==> config.mk <==
export PLATFORM = sky130hd
export DESIGN_NAME = rep3_serial_tx
export DESIGN_NICKNAME = d
export VERILOG_FILES = /design/src/rtl/rep3_serial_tx.sv
export SDC_FILE = /design/constraint.sdc
export NUM_CORES = 1
export LEC_CHECK = 0
export CAP_MARGIN = 20
export CORE_ASPECT_RATIO = 1.5
export CORE_MARGIN = 2
export CORE_UTILIZATION = 33
export DETAILED_ROUTE_END_ITERATION = 6
export GPL_ROUTABILITY_DRIVEN = 0
export SLEW_MARGIN = 25
export SYNTH_ARGS = -nofsm -noshare
export SYNTH_HDL_FRONTEND = slang
export SYNTH_SLANG_ARGS = --single-unit
==> constraint.sdc <==
create_clock -name clk -period 3.8 [get_ports clk]
set_input_delay 0.76 -clock clk [delete_from_list [all_inputs] [get_ports clk]]
set_output_delay 0.76 -clock clk [all_outputs]
set_load 0.03 [all_outputs]
==> src/rtl/rep3_serial_tx.sv <==
// Repetition-coded serial transmitter: sends start / NBITS data (LSB first) / stop,
// holding every symbol for REP cycles so the receiver can majority-vote each one.
module rep3_serial_tx #(
    parameter int NBITS = 8,
    parameter int REP   = 3
) (
    input  logic             clk,
    input  logic             rst_n,
    input  logic             in_val,
    output logic             in_rdy,
    input  logic [NBITS-1:0] in_data,
    output logic             tx_out,
    output logic             tx_busy
);

    localparam int RW = (REP > 1) ? $clog2(REP) : 1;
    localparam int BW = (NBITS > 1) ? $clog2(NBITS) : 1;

    typedef enum logic [1:0] {
        IDLE  = 2'd0,
        START = 2'd1,
        DATA  = 2'd2,
        STOP  = 2'd3
    } state_t;

    state_t             state_q, state_d;
    logic [RW-1:0]      rep_cnt_q, rep_cnt_d;
    logic [BW-1:0]      bit_cnt_q, bit_cnt_d;
    logic [NBITS-1:0]   data_q, data_d;
    logic               tx_q, tx_d;
    logic               busy_q, busy_d;
    logic               rep_last;
    logic               bit_last;

    assign in_rdy   = (state_q == IDLE) && rst_n;
    assign rep_last = (rep_cnt_q == RW'(REP - 1));
    assign bit_last = (bit_cnt_q == BW'(NBITS - 1));

    always_comb begin
        state_d   = state_q;
        rep_cnt_d = rep_cnt_q;
        bit_cnt_d = bit_cnt_q;
        data_d    = data_q;

        case (state_q)
            IDLE: begin
                if (in_val && in_rdy) begin
                    data_d    = in_data;
                    rep_cnt_d = '0;
                    bit_cnt_d = '0;
                    state_d   = START;
                end
            end
            START: begin
                if (rep_last) begin
                    rep_cnt_d = '0;
                    state_d   = DATA;
                end else begin
                    rep_cnt_d = rep_cnt_q + RW'(1);
                end
            end
            DATA: begin
                if (rep_last) begin
                    rep_cnt_d = '0;
                    // Clear rather than increment on the last bit so bit_cnt never wraps.
                    if (bit_last) begin
                        bit_cnt_d = '0;
                        state_d   = STOP;
                    end else begin
                        bit_cnt_d = bit_cnt_q + BW'(1);
                    end
                end else begin
                    rep_cnt_d = rep_cnt_q + RW'(1);
                end
            end
            STOP: begin
                if (rep_last) begin
                    rep_cnt_d = '0;
                    state_d   = IDLE;
                end else begin
                    rep_cnt_d = rep_cnt_q + RW'(1);
                end
            end
            default: begin
                state_d   = IDLE;
                rep_cnt_d = '0;
                bit_cnt_d = '0;
            end
        endcase
    end

    // Line level and busy are computed from the next state so the pin comes straight off a flop.
    always_comb begin
        tx_d   = 1'b1;
        busy_d = (state_d != IDLE);
        case (state_d)
            START:   tx_d = 1'b0;
            DATA:    tx_d = data_d[bit_cnt_d];
            default: tx_d = 1'b1;
        endcase
    end

    always_ff @(posedge clk) begin
        if (!rst_n) begin
            state_q   <= IDLE;
            rep_cnt_q <= '0;
            bit_cnt_q <= '0;
            data_q    <= '0;
            tx_q      <= 1'b1;
            busy_q    <= 1'b0;
        end else begin
            state_q   <= state_d;
            rep_cnt_q <= rep_cnt_d;
            bit_cnt_q <= bit_cnt_d;
            data_q    <= data_d;
            tx_q      <= tx_d;
            busy_q    <= busy_d;
        end
    end

    assign tx_out  = tx_q;
    assign tx_busy = busy_q;

endmodule

[Word-level counts from Yosys, hierarchy flattened]
Cells that the tools add are included.
Cells by class
  muxes and demuxes: 18
  order comparisons: 1
  $add $sub $neg: 2
  reductions and logical operators: 5
  equal/unequal tests: 8
Operator list (number)
  $mux 8: 2
  $mux 2: 7
  $mux 3: 3
  $eq 2x2->1 const B: 4
  $pmux 2 s4: 1
  $pmux 3 s2: 1
  $eq 2x1->1 const B: 2
  $lt 3x4->1 const B: 1
  $pmux 2 s2: 1
  $add 3x1->3 const B: 1
  $bmux 1 s3: 1
  $eq 3x3->1 const B: 1
  $reduce_or 3->1: 1
  $add 2x1->2 const B: 1
  $logic_and 1x1->1: 2
  $logic_not 2->1: 1
  $ne 2x1->1 const B: 1
  $pmux 1 s2: 1
  $reduce_bool 2->1: 1
  $mux 1: 1
Storage, ports and cells
  logic and storage cells: 40
  bits of input ports: 11
  register bits: 17
  output and inout port bits: 3

[Longest topological paths before layout]
Gate-level depths: netlist of run 1.
  word-level depth: 8
  depth in mapped cells: 8
  mapped depth without buffers: 8

[Worst setup path before layout of run 1]
OpenSTA, ideal clock, no wires.
  kind: input to register
  start: in rst_n
  end: reg tx_q (netlist: tx_out)
  slack: 1.596 ns
  setup time: 0.129 ns
  arrival time: 2.075 ns
  data required time: 3.671 ns
  stages on the path: 7
  buffers on the path: 1
  cell sequence: buf_2 > a21oi_1 > or2_2 > a22o_4 > mux2_4 > o211ai_1 > a32oi_1
On the way
  cells in the longest elaborated chain, start to end: 7
  elaborated cells between the ends (all ways): 13
  classes of those cells: eq/ne (2); mux (9); reduce/logical (2)
Ends and longest elaborated chain
  start: declaration: line 8  | input logic rst_n,
  $logic_and 1x1->1: line 35  | assign in_rdy = (state_q == IDLE) && rst_n;
  $logic_and 1x1->1: line 47  | if (in_val && in_rdy) begin
  $mux 3 or $mux 8 (tied branches): line 47
  $pmux 3 s2 or $mux 8 (tied branches): line 45  | case (state_q)
  $bmux 1 s3: line 98  | DATA: tx_d = data_d[bit_cnt_d];
  $mux 1 (implied by the code): line 98
  $pmux 1 s2: line 96  | case (state_d)
  end signal: assignment: line 116  | tx_q <= tx_d;
  end: declaration: line 30  | logic tx_q, tx_d;
Several ways; a longest one is shown, not always the timed one. The select of a mux whose other input is x is not followed.
A chain may end at the register's enable or synchronous reset.

[Worst setup path in the final report of run 1]
  start: in rst_n
  end: out in_rdy
On the way
  cells in the longest elaborated chain, start to end: 1
Ends and longest elaborated chain
  $logic_and 1x1->1: line 35
  end: declaration: line 10  | output logic in_rdy,
No other way between the ends.

==> tab_implementation.tex, run 1 <==
\begin{tabular}{lr}
\hline
Metric & Value \\
\hline
\multicolumn{2}{l}{\textbf{Run status}} \\
Result of the run & complete, no violations \\
\multicolumn{2}{l}{\textbf{Global routing}} \\
Initial antenna violation count & 0 \\
Global-route congestion overflow total & 0 \\
Overall routing resource usage & 14.6\% \\
Largest net degree at the start of global routing & 18 \\
Via count of the first global-routing pass & 760 \\
First-pass GRT wire length & 3140 um \\
\multicolumn{2}{l}{\textbf{Setup path}} \\
Kind of capture point of the worst setup path & primary output \\
Worst path cell trace & clkdlybuf4s50\_1 -> and2\_1 -> clkdlybuf4s50\_1 \\
Buffers \& Inverters on Critical Path & 2 \\
CP dominant cell by count & clkdlybuf4s50\_1 \\
Cell family contributing the most delay on the critical path & buffers and inverters \\
Stages on the worst setup path & 3 \\
Arrival time at the worst endpoint & 2.11 ns \\
Longest individual stage delay on the worst path & 0.67 ns \\
Cell with the largest stage delay on the worst path & clkdlybuf4s50\_1 \\
Category of the critical setup timing path & primary input to primary output \\
CP Launch Type & primary input \\
Cells on worst reg2reg path & 6 \\
Crit Path Max Fanout & 3 \\
Required time at the worst-slack endpoint & 3.04 ns \\
\multicolumn{2}{l}{\textbf{CTS}} \\
Clock-pin slew on the worst setup and hold paths & 0.09 ns \\
Number of levels in the clock H-tree & 1 \\
Number of CTS-inserted buffers & 3 \\
Total of cells resized after clock tree synthesis & 0 \\
Hold Buf Count CTS & 0 \\
Number of setup buffers added after CTS & 0 \\
Max Buffers Root-to-Sink & 2 \\
Buffer cell driving the clock tree root & clkbuf\_4 \\
Clock latency on the worst-skew pair & 0.30 ns \\
TritonCTS clock tree & done \\
Count of clock tree sinks & 17 \\
\multicolumn{2}{l}{\textbf{Synthesis}} \\
YS warnings & 0 \\
Cell count after synthesis & 94 \\
Synth cell count leaders & dfxtp\_1, nand2\_1, nor2b\_1 \\
Main flop type after synthesis & dfxtp\_1 \\
Number of enable-type register cells in the synthesized netlist & 0 \\
Asr flop ratio synth & 0\% \\
Cell area after technology mapping & 858 um\^{}2 \\
Count of cell types in the netlist & 28 \\
Cell type with the highest aggregate area in the netlist & dfxtp\_1 \\
Area fraction of the dominant cell type after synthesis & 39.7\% \\
Synthesized area divided by synthesized cell count & 9.13 um\^{}2 \\
Seq/Total Area, Yosys & 39.7\% \\
Cell with the most instances after synthesis & dfxtp\_1 \\
Syn Nets & 107 \\
Synthesized flop and latch total & 17 \\
Synth top area cells & dfxtp\_1, nor2b\_1, nand2\_1 \\
\multicolumn{2}{l}{\textbf{Detailed routing}} \\
First DRT Iteration DRCs & 12 \\
Final routed wirelength across all metal layers & 1700 um \\
Mean number of vias per cell & 5.34 \\
Number of design rule violations left after detail routing & 0 \\
Post-detailed-route wirelength per cell & 12.9 um \\
Detailed Routing Iterations Pass 1 & 4 \\
Detailed-route via count & 699 \\
Post-detailed-route count of antenna-violating nets & 0 \\
\multicolumn{2}{l}{\textbf{Floorplanning}} \\
Width of the die & 45.6 um \\
Die area & 3030 um\^{}2 \\
Number of placement rows & 22 \\
Starting density of the core & 35.0\% \\
Overall die height & 66.5 um \\
Placeable core region & 2450 um\^{}2 \\
Boundary pin count & 14 \\
\multicolumn{2}{l}{\textbf{STA}} \\
Finish-stage setup viols & 0 \\
Pin slew with the least headroom to its limit & 0.546 ns \\
Final-report hold violation count & 0 \\
Setup WS post-layout & 0.930 ns \\
Final hold slack & 0.475 ns \\
Period utilisation layout & 75.5\% \\
Final sum of negative setup slack & 0 ns \\
Total count of max-transition violations in the final report & 0 \\
RSZ-0062 raised after global routing & no \\
Clock Skew & 0.00270 ns \\
Max-Slew Margin vs Limit & 63.5\% \\
Maximum clock rate & 348 MHz \\
Min cycle time layout & 2.87 ns \\
\multicolumn{2}{l}{\textbf{Pwr}} \\
VDD IR-drop max & 0.190 mV \\
Cell Pwr Density & 331 nW/um\^{}2 \\
Total leakage power & 0.393 nW \\
\multicolumn{2}{l}{\textbf{Placement}} \\
Port Buffers & 13 \\
Cell Count Post-Placement & 127 \\
Cell area reported after detailed placement & 996 um\^{}2 \\
Post-Place Worst Slack & 0.888 ns \\
Total half-perimeter wirelength after legalization and detailed placement & 1330 um \\
\multicolumn{2}{l}{\textbf{Worst hold path}} \\
Min-Delay Path Class & register to register \\
Number of cells traversed by the worst hold path & 2 \\
\multicolumn{2}{l}{\textbf{Finish}} \\
Fraction of final layout cells sized beyond drive strength 1 & 12.1\% \\
Total number of nets in the final design & 121 \\
Post-route cell area & 1020 um\^{}2 \\
Area growth from synthesis to final layout & 19.1\% \\
Number of cells in the finished layout apart from fillers & 131 \\
Antenna cells & 0 \\
\multicolumn{2}{l}{\textbf{Run}} \\
Number of maximum-capacitance constraint violations & 0 \\
\hline
\end{tabular}
-- layer usage --
layer	GRT usage, %	wire (um)
met4	9.93	58
met2	27.8	997
met5	0	0
met1	12.8	598
met3	2.44	42
-- registers in the layout (all words and copies together), names as in the netlist --
signal and count:
data_q 8, rep_cnt_q 2, tx_busy 1, bit_cnt_q 3
state_q 2, tx_out 1
-- cell families after synthesis --
logic type / synth area share, %
buf+inv: 3.50
flops: 39.7
simple gates: 23.9
xor+xnor: 1.02
compound gates: 16.9
fa+ha+maj: 2.91
mux: 12.1
-- worst register-to-register path: stages (launching register included) --
cell and delay [ns]:
dfxtp_1 0.38, nor2b_1 0.48, mux2_4 0.35, a22o_4 0.25, mux2_4 0.30, o211ai_1 0.16, a32oi_1 0.12
-- final timing paths --
kind / from / endpoint / slack (ns)
min reg2reg: data_q[6] / data_q[6] / 0.48
max: rst_n / in_rdy / 0.93
min: data_q[6] / data_q[6] / 0.48
max reg2reg: rep_cnt_q[1] / tx_out / 1.65
-- cell type report --
type	count	area [um^2]
Sequential cell	17	340
Timing Repair Buffer	14	138
Tap cell	24	30.0
Fill cell	254	1430
Clock buffer	4	26.3
Multi-Input combinational cell	72	488
-- placed cells by master (no fill, tap or decap) --
cell type / count
dfxtp_1: 17
nand2_1: 15
clkdlybuf4s50_1: 13
nor2b_1: 10
a21boi_0: 6
nor2_1: 4
mux2i_1: 4
nor3_1: 4
a21oi_1: 4
and2_1: 3
mux2_2: 3
clkbuf_4: 3
a22oi_1: 2
or2_2: 2
mux2_4: 2
ha_1: 2
and3_1: 1
xor2_1: 1
nand2b_1: 1
o2bb2ai_1: 1
a22o_1: 1
a22o_4: 1
o21ai_0: 1
o211ai_1: 1
a311oi_1: 1
a32oi_1: 1
and2_2: 1
clkbuf_1: 1
buf_4: 1
-- power by group --
part           switching (W)  internal, W
Combinational      0.0000231    0.0000264
Sequential        0.00000546     0.000186
Clock              0.0000567    0.0000410
Total              0.0000853     0.000253
-- stage by stage --
stage                     total power, W  util (%)
after floorplan                 0.000224         -
after global placement          0.000245      40.7
after detailed placement        0.000246      40.7
after CTS                       0.000342      41.7
after global routing            0.000358      41.7
final                           0.000339      41.7
(Power assumes the default switching activity.)
==> run 2: changes to the inputs <==
==> constraint.sdc (replaced) <==
create_clock -name clk -period 2.73 [get_ports clk]
set_input_delay 0.546 -clock clk [delete_from_list [all_inputs] [get_ports clk]]
set_output_delay 0.546 -clock clk [all_outputs]
set_load 0.03 [all_outputs]
==> run 2 against run 1 <==
- register-to-register slack lost 1.1 ns
- total power grew 40%
- count of clock-buffer cells in the layout shrank 1
- critical path depth grew 4
- critical endpoint is now tx_out
- worst setup slack lost 0.38 ns
- largest power group unchanged
- wire length shrank 1.7%
- clock skew grew 0.0045 ns
- global-route usage shrank 0.88 points
==> tab_implementation.tex, run 2 (synthesis results as in run 1) <==
\begin{tabular}{lr}
\hline
Metric & Value \\
\hline
\multicolumn{2}{l}{\textbf{Run status}} \\
Result of the run & complete, no violations \\
\multicolumn{2}{l}{\textbf{Global routing}} \\
First-pass GRT wire length & 2960 um (-5.7\%) \\
Via count of the first global-routing pass & 669 (-12\%) \\
Overall routing resource usage & 13.7\% (-0.88 points) \\
Global-route congestion overflow total & 0 (unchanged) \\
Largest net degree at the start of global routing & 18 (unchanged) \\
Initial antenna violation count & 0 (unchanged) \\
\multicolumn{2}{l}{\textbf{Pwr}} \\
Clock network power share & 29.2\% (+0.3 points) \\
Internal cell power & 0.000351 W (+38\%) \\
Combinational fraction of design power & 14.7\% (about the same) \\
Cell Pwr Density & 462 nW/um\^{}2 (+39\%) \\
VDD IR-drop max & 0.252 mV (+33\%) \\
Part of the power in registers & 56.1\% (-0.4 points) \\
Net switching component of the power & 0.000124 W (+45\%) \\
Switching fraction of total power & 26.1\% (+0.93 points) \\
Total leakage power & 0.403 nW (+2.4\%) \\
\multicolumn{2}{l}{\textbf{Placement}} \\
Total half-perimeter wirelength after legalization and detailed placement & 1280 um (-3.5\%) \\
Port Buffers & 13 (unchanged) \\
Cell Count Post-Placement & 128 (+0.79\%) \\
\multicolumn{2}{l}{\textbf{Setup path}} \\
Cells on worst reg2reg path & 6 (unchanged) \\
Buffers \& Inverters on Critical Path & 1 (-1) \\
Cell family contributing the most delay on the critical path & compound AO/OA/AOI/OAI gates \\
Longest individual stage delay on the worst path & 0.54 ns (-0.13 ns) \\
Worst r2r dst & tx\_out \\
Crit Path Max Fanout & 5 (+2) \\
Category of the critical setup timing path & primary input to register \\
Internal reg-to-reg setup slack & 0.59 ns (-1.06 ns) \\
Arrival time at the worst endpoint & 2.37 ns (+0.26 ns) \\
CP Launch Type & primary input \\
Kind of capture point of the worst setup path & register \\
Worst path cell trace & clkdlybuf4s50\_1 -> a21oi\_1 -> or2\_2 -> a22o\_4 -> mux2\_4 -> o211ai\_1 -> a32oi\_1 \\
Worst r2r src & rep\_cnt\_q[1] \\
Cell with the largest stage delay on the worst path & clkdlybuf4s50\_1 \\
Required time at the worst-slack endpoint & 2.92 ns (-0.12 ns) \\
\multicolumn{2}{l}{\textbf{STA}} \\
Pin slew with the least headroom to its limit & 0.522 ns (-0.0239 ns) \\
Period utilisation layout & 79.7\% \\
Clock Skew & 0.00719 ns (+0.00449 ns) \\
Finish-stage setup viols & 0 (unchanged) \\
Final-report hold violation count & 0 (unchanged) \\
Total count of max-transition violations in the final report & 0 (unchanged) \\
Max-Slew Margin vs Limit & 65.1\% (+1.6 points) \\
Final sum of negative setup slack & 0 ns (unchanged) \\
Maximum clock rate & 460 MHz \\
Min cycle time layout & 2.18 ns \\
RSZ-0062 raised after global routing & no \\
\multicolumn{2}{l}{\textbf{CTS}} \\
Max Buffers Root-to-Sink & 2 (unchanged) \\
Clock latency on the worst-skew pair & 0.30 ns (about the same) \\
Clock-pin slew on the worst setup and hold paths & 0.11 ns (+0.02 ns) \\
Number of levels in the clock H-tree & 1 (unchanged) \\
TritonCTS clock tree & done \\
Total of cells resized after clock tree synthesis & 0 (unchanged) \\
Count of clock tree sinks & 17 (unchanged) \\
Hold Buf Count CTS & 0 (unchanged) \\
Buffer cell driving the clock tree root & clkbuf\_4 \\
Number of CTS-inserted buffers & 3 (unchanged) \\
Number of setup buffers added after CTS & 0 (unchanged) \\
\multicolumn{2}{l}{\textbf{Detailed routing}} \\
Final routed wirelength across all metal layers & 1670 um (-1.7\%) \\
Detailed-route via count & 683 (-2.3\%) \\
Detailed Routing Iterations Pass 1 & 6 (+2) \\
Number of design rule violations left after detail routing & 0 (unchanged) \\
Mean number of vias per cell & 5.17 (-3.0\%) \\
Post-detailed-route wirelength per cell & 12.6 um (-2.5\%) \\
Post-detailed-route count of antenna-violating nets & 0 (unchanged) \\
First DRT Iteration DRCs & 12 (unchanged) \\
\multicolumn{2}{l}{\textbf{Finish}} \\
Filler cell count & 249 (-2.0\%) \\
Commonest non-fill, non-tap cells in the layout & dfxtp\_1, nand2\_1, clkdlybuf4s50\_1, nor2b\_1, a21boi\_0 \\
Antenna cells & 0 (unchanged) \\
Max FFs per register & 8 (unchanged) \\
Top Registers & data\_q x8, bit\_cnt\_q x3 \\
Number of cells in the finished layout apart from fillers & 132 (+0.76\%) \\
Commonest non-fill, non-tap cell in the layout & dfxtp\_1 \\
Area growth from synthesis to final layout & 19.8\% \\
Fraction of final layout cells sized beyond drive strength 1 & 14.8\% (+2.7 points) \\
Total number of nets in the final design & 122 (+0.83\%) \\
Final core utilization & 42.0\% (+0.26 points) \\
Register ranked first by flip-flop count & data\_q \\
\multicolumn{2}{l}{\textbf{Floorplanning}} \\
Boundary pin count & 14 (unchanged) \\
Number of placement rows & 22 (unchanged) \\
Overall die height & 66.5 um (unchanged) \\
Width of the die & 45.6 um (unchanged) \\
Starting density of the core & 35.0\% (unchanged) \\
Placeable core region & 2450 um\^{}2 (unchanged) \\
Die area & 3030 um\^{}2 (unchanged) \\
\multicolumn{2}{l}{\textbf{Worst hold path}} \\
Number of cells traversed by the worst hold path & 2 (unchanged) \\
Min-Delay Path Class & register to register \\
Worst hold endpoint & data\_q[6] \\
Launch instance of the worst min-delay path & data\_q[6] \\
\multicolumn{2}{l}{\textbf{Run}} \\
Number of maximum-capacitance constraint violations & 0 (unchanged) \\
\hline
\end{tabular}
==> run 2: changes by cell type in the layout (fill, tap and decap cells not counted) <==
cell             change
clkdlybuf4s50_1      -1
buf_4                +2
clkbuf_1             -1
clkinv_2             +1
==> run 2: worst max-delay path by stage <==
stage / endpoint / slack (ns) / cells after the start / from
global placement: tx_out / 0.28 / 7 / in_val
CTS: tx_out / 0.54 / 7 / in_val
detailed placement: tx_out / 0.22 / 7 / in_val
floorplan: tx_out / 0.74 / 7 / rst_n
finish: tx_out / 0.55 / 7 / in_val
global route: in_rdy / 0.50 / 4 / rst_n
==> run 2: power groups by stage <==
stage               sequential [W]  combinational [W]  clock, W
floorplan                 0.000275          0.0000373         0
global placement          0.000272          0.0000699         0
detailed placement        0.000272          0.0000707         0
CTS                       0.000266          0.0000710  0.000141
global route              0.000268          0.0000773  0.000157
finish                    0.000266          0.0000699  0.000139
==> run 2: cell type report <==
type	count	area [um^2]	area share, %
clock buffers	3	22.5	2.19
multi-input cells	72	488	47.4
flip-flops and latches	17	340	33.1
well taps	24	30.0	2.92
clock inverters	1	5.00	0.487
repair buffers	15	143	13.9
==> run 2: metrics by stage <==
stage          hold slack, ns  instance area (um^2)  setup WS (ns)  total power [W]
2_1_floorplan           0.440                   858          0.740         0.000312
3_3_place_gp            0.455                  1000          0.276         0.000342
3_5_place_dp            0.459                  1000          0.220         0.000343
4_1_cts                 0.474                  1030          0.538         0.000479
5_1_grt                 0.491                  1030          0.498         0.000502
6_report                0.470                  1030          0.554         0.000475
==> run 2: layer usage <==
layer  track usage [%]  routed length [um]  vias to the layer above
met4              8.46                  36                        0
met3              2.71                  34                        5
li1                  -                   -                      351
met1              14.7                 648                      317
met2              23.4                 948                       10
met5                 0                   0                        -
==> run 2: tightest hold or removal path: stages, from the launching register on <==
cell and delay (ns):
dfxtp_1 0.32, nand2_1 0.05, a21boi_0 0.06
==> variant (flow settings as in run 2) <==
Encoding of `state_t`: now Gray code (2 bits for 4 states).
--- a/src/rtl/rep3_serial_tx.sv
+++ b/src/rtl/rep3_serial_tx.sv
@@ -17,10 +17,10 @@
     localparam int BW = (NBITS > 1) ? $clog2(NBITS) : 1;
 
     typedef enum logic [1:0] {
-        IDLE  = 2'd0,
-        START = 2'd1,
-        DATA  = 2'd2,
-        STOP  = 2'd3
+        IDLE  = 2'b00,
+        START = 2'b01,
+        DATA  = 2'b11,
+        STOP  = 2'b10
     } state_t;
 
     state_t             state_q, state_d;
Formal check against the unedited RTL: same outputs for any inputs over 10 cycles, from zero or initial values and one cycle with rst_n low; not proved beyond that.
==> variant against run 2 <==
- worst setup slack got worse by 130 ps
- power up 22%
- first-iteration DRC count is 42% lower
- final area up 14%
- routed wire length is 26% higher
- combinational power is 72% higher
- synthesized area rose by 12%
- core utilization decreased by 0.93 points
- sequential cell count did not move
- maximum frequency is 5.5% lower
- critical endpoint is now in_rdy
- largest power group unchanged
- highest routed layer unchanged
==> variant: results (changes against run 2) <==
* Peak supply drop at 0.2478 mV (-1.7%)
* Largest stage delay on the critical path at 700 ps (+160 ps)
* Final net count at 128 (+4.9%)
* Register clock-pin slew on the reported worst setup and hold paths at 70 ps (-40 ps)
* Post-Syn Nets at 112 (+4.7%)
* Worst-case clock skew at 0.9308 ps (-6.262 ps)
* Length of routed met3 wiring at 40 µm (+18%)
* Detailed Place HPWL at 1.658 mm (+30%)
* DP Cell Count at 145 (+13%)
* Wire length per cell at 14.05 µm (+11%)
* Cells on worst reg2reg path at 8 (+2)
* Post-synthesis cell type count at 38 (+36%)
* Initial DRT Pass Iterations at 4 (-2)
* Largest driver fanout on the critical path at 11 (+6)
* Placed cell area at 0.001125 mm² (+12%)
* Vias/cell at 5.074 (-1.9%)
* Met3 Track Usage GR at 1.809% (-0.90 points)
* Dominant cells by area after synthesis: sky130_fd_sc_hd__dfxtp_1 35%, sky130_fd_sc_hd__ha_1 7.8%, sky130_fd_sc_hd__and2_1 5.2%
* Final wirelength at 2.094 mm (+26%)
* Clock latency of the later-clocked register in the worst-skew pair at 250 ps (-50 ps)
* Maximum number of pins on one net before global-route repair at 12 (-6)
* Destination of the worst hold path: data_q[5]$_SDFF_PN0_
* Filler instances at 284 (+14%)
* Worst setup slack after placement at 264.6 ps (+44.41 ps)
* Via count of the first global-routing pass at 763 (+14%)
* Run status: complete, no violations
* Tightest Pin Transition at 514.2 ps (-8.214 ps)
* Root Driver: sky130_fd_sc_hd__clkbuf_8
* Met1 usage in global routing at 15.36% (+0.62 points)
* R2R setup slack at 630 ps (+40 ps)
* Mean cell area of the mapped netlist at 10.14 µm² (+11%)
* Met2 track demand over resource in global routing at 25.33% (+1.9 points)
* Hold Worst Slack at 520.6 ps (+50.19 ps)
* Ratio of cells with drive above 1 in the final layout at 16.36% (+1.5 points)
* First-pass GRT wire length at 3.553 mm (+20%)
* Sequential cell area fraction in the yosys report at 35.32% (-4.3 points)
-- variant: layout make-up --
type / count / area [µm²] / share of cell area (%)
sequential: 17 / 340.3 / 29.06
inverter: 5 / 18.77 / 1.603
multi-input combinational: 70 / 581.8 / 49.68
clock inverter: 1 / 5.005 / 0.4274
timing repair buffer: 14 / 135.1 / 11.54
tap: 39 / 48.80 / 4.167
clock buffer: 3 / 41.29 / 3.526
-- variant: cells by family (layout without fill, tap and decap cells) --
family,after synthesis,in the layout,synth area share (%)
buffers and inverters,8,23,4.286
flip-flops,17,17,35.33
adder cells (fa/ha/maj),6,6,7.792
AO/OA/AOI/OAI,24,24,20.00
multiplexers,10,10,12.08
AND/OR/NAND/NOR,30,30,20.52
-- variant: how the worst max path moves through the flow --
| stage | cells after the start | start | to | slack [ps] |
|---|---|---|---|---|
| after floorplan | 7 | state_q[0]$_SDFF_PN0_ | tx_out$_SDFF_PN1_ | 900 |
| after global routing | 4 | rst_n | in_rdy | 330 |
| final | 4 | rst_n | in_rdy | 430 |
| after CTS | 4 | rst_n | in_rdy | 410 |
| after detailed placement | 7 | rst_n | tx_out$_SDFF_PN1_ | 260 |
| after global placement | 6 | rst_n | tx_out$_SDFF_PN1_ | 300 |
-- variant: power groups by stage --
| stage | clock (mW) | sequential (mW) | combinational [mW] |
|---|---|---|---|
| finish | 0.187 | 0.271 | 0.120 |
| global route | 0.207 | 0.273 | 0.132 |
| floorplan | 0 | 0.283 | 0.0758 |
| CTS | 0.194 | 0.271 | 0.122 |
| global placement | 0 | 0.277 | 0.118 |
| detailed placement | 0 | 0.277 | 0.121 |
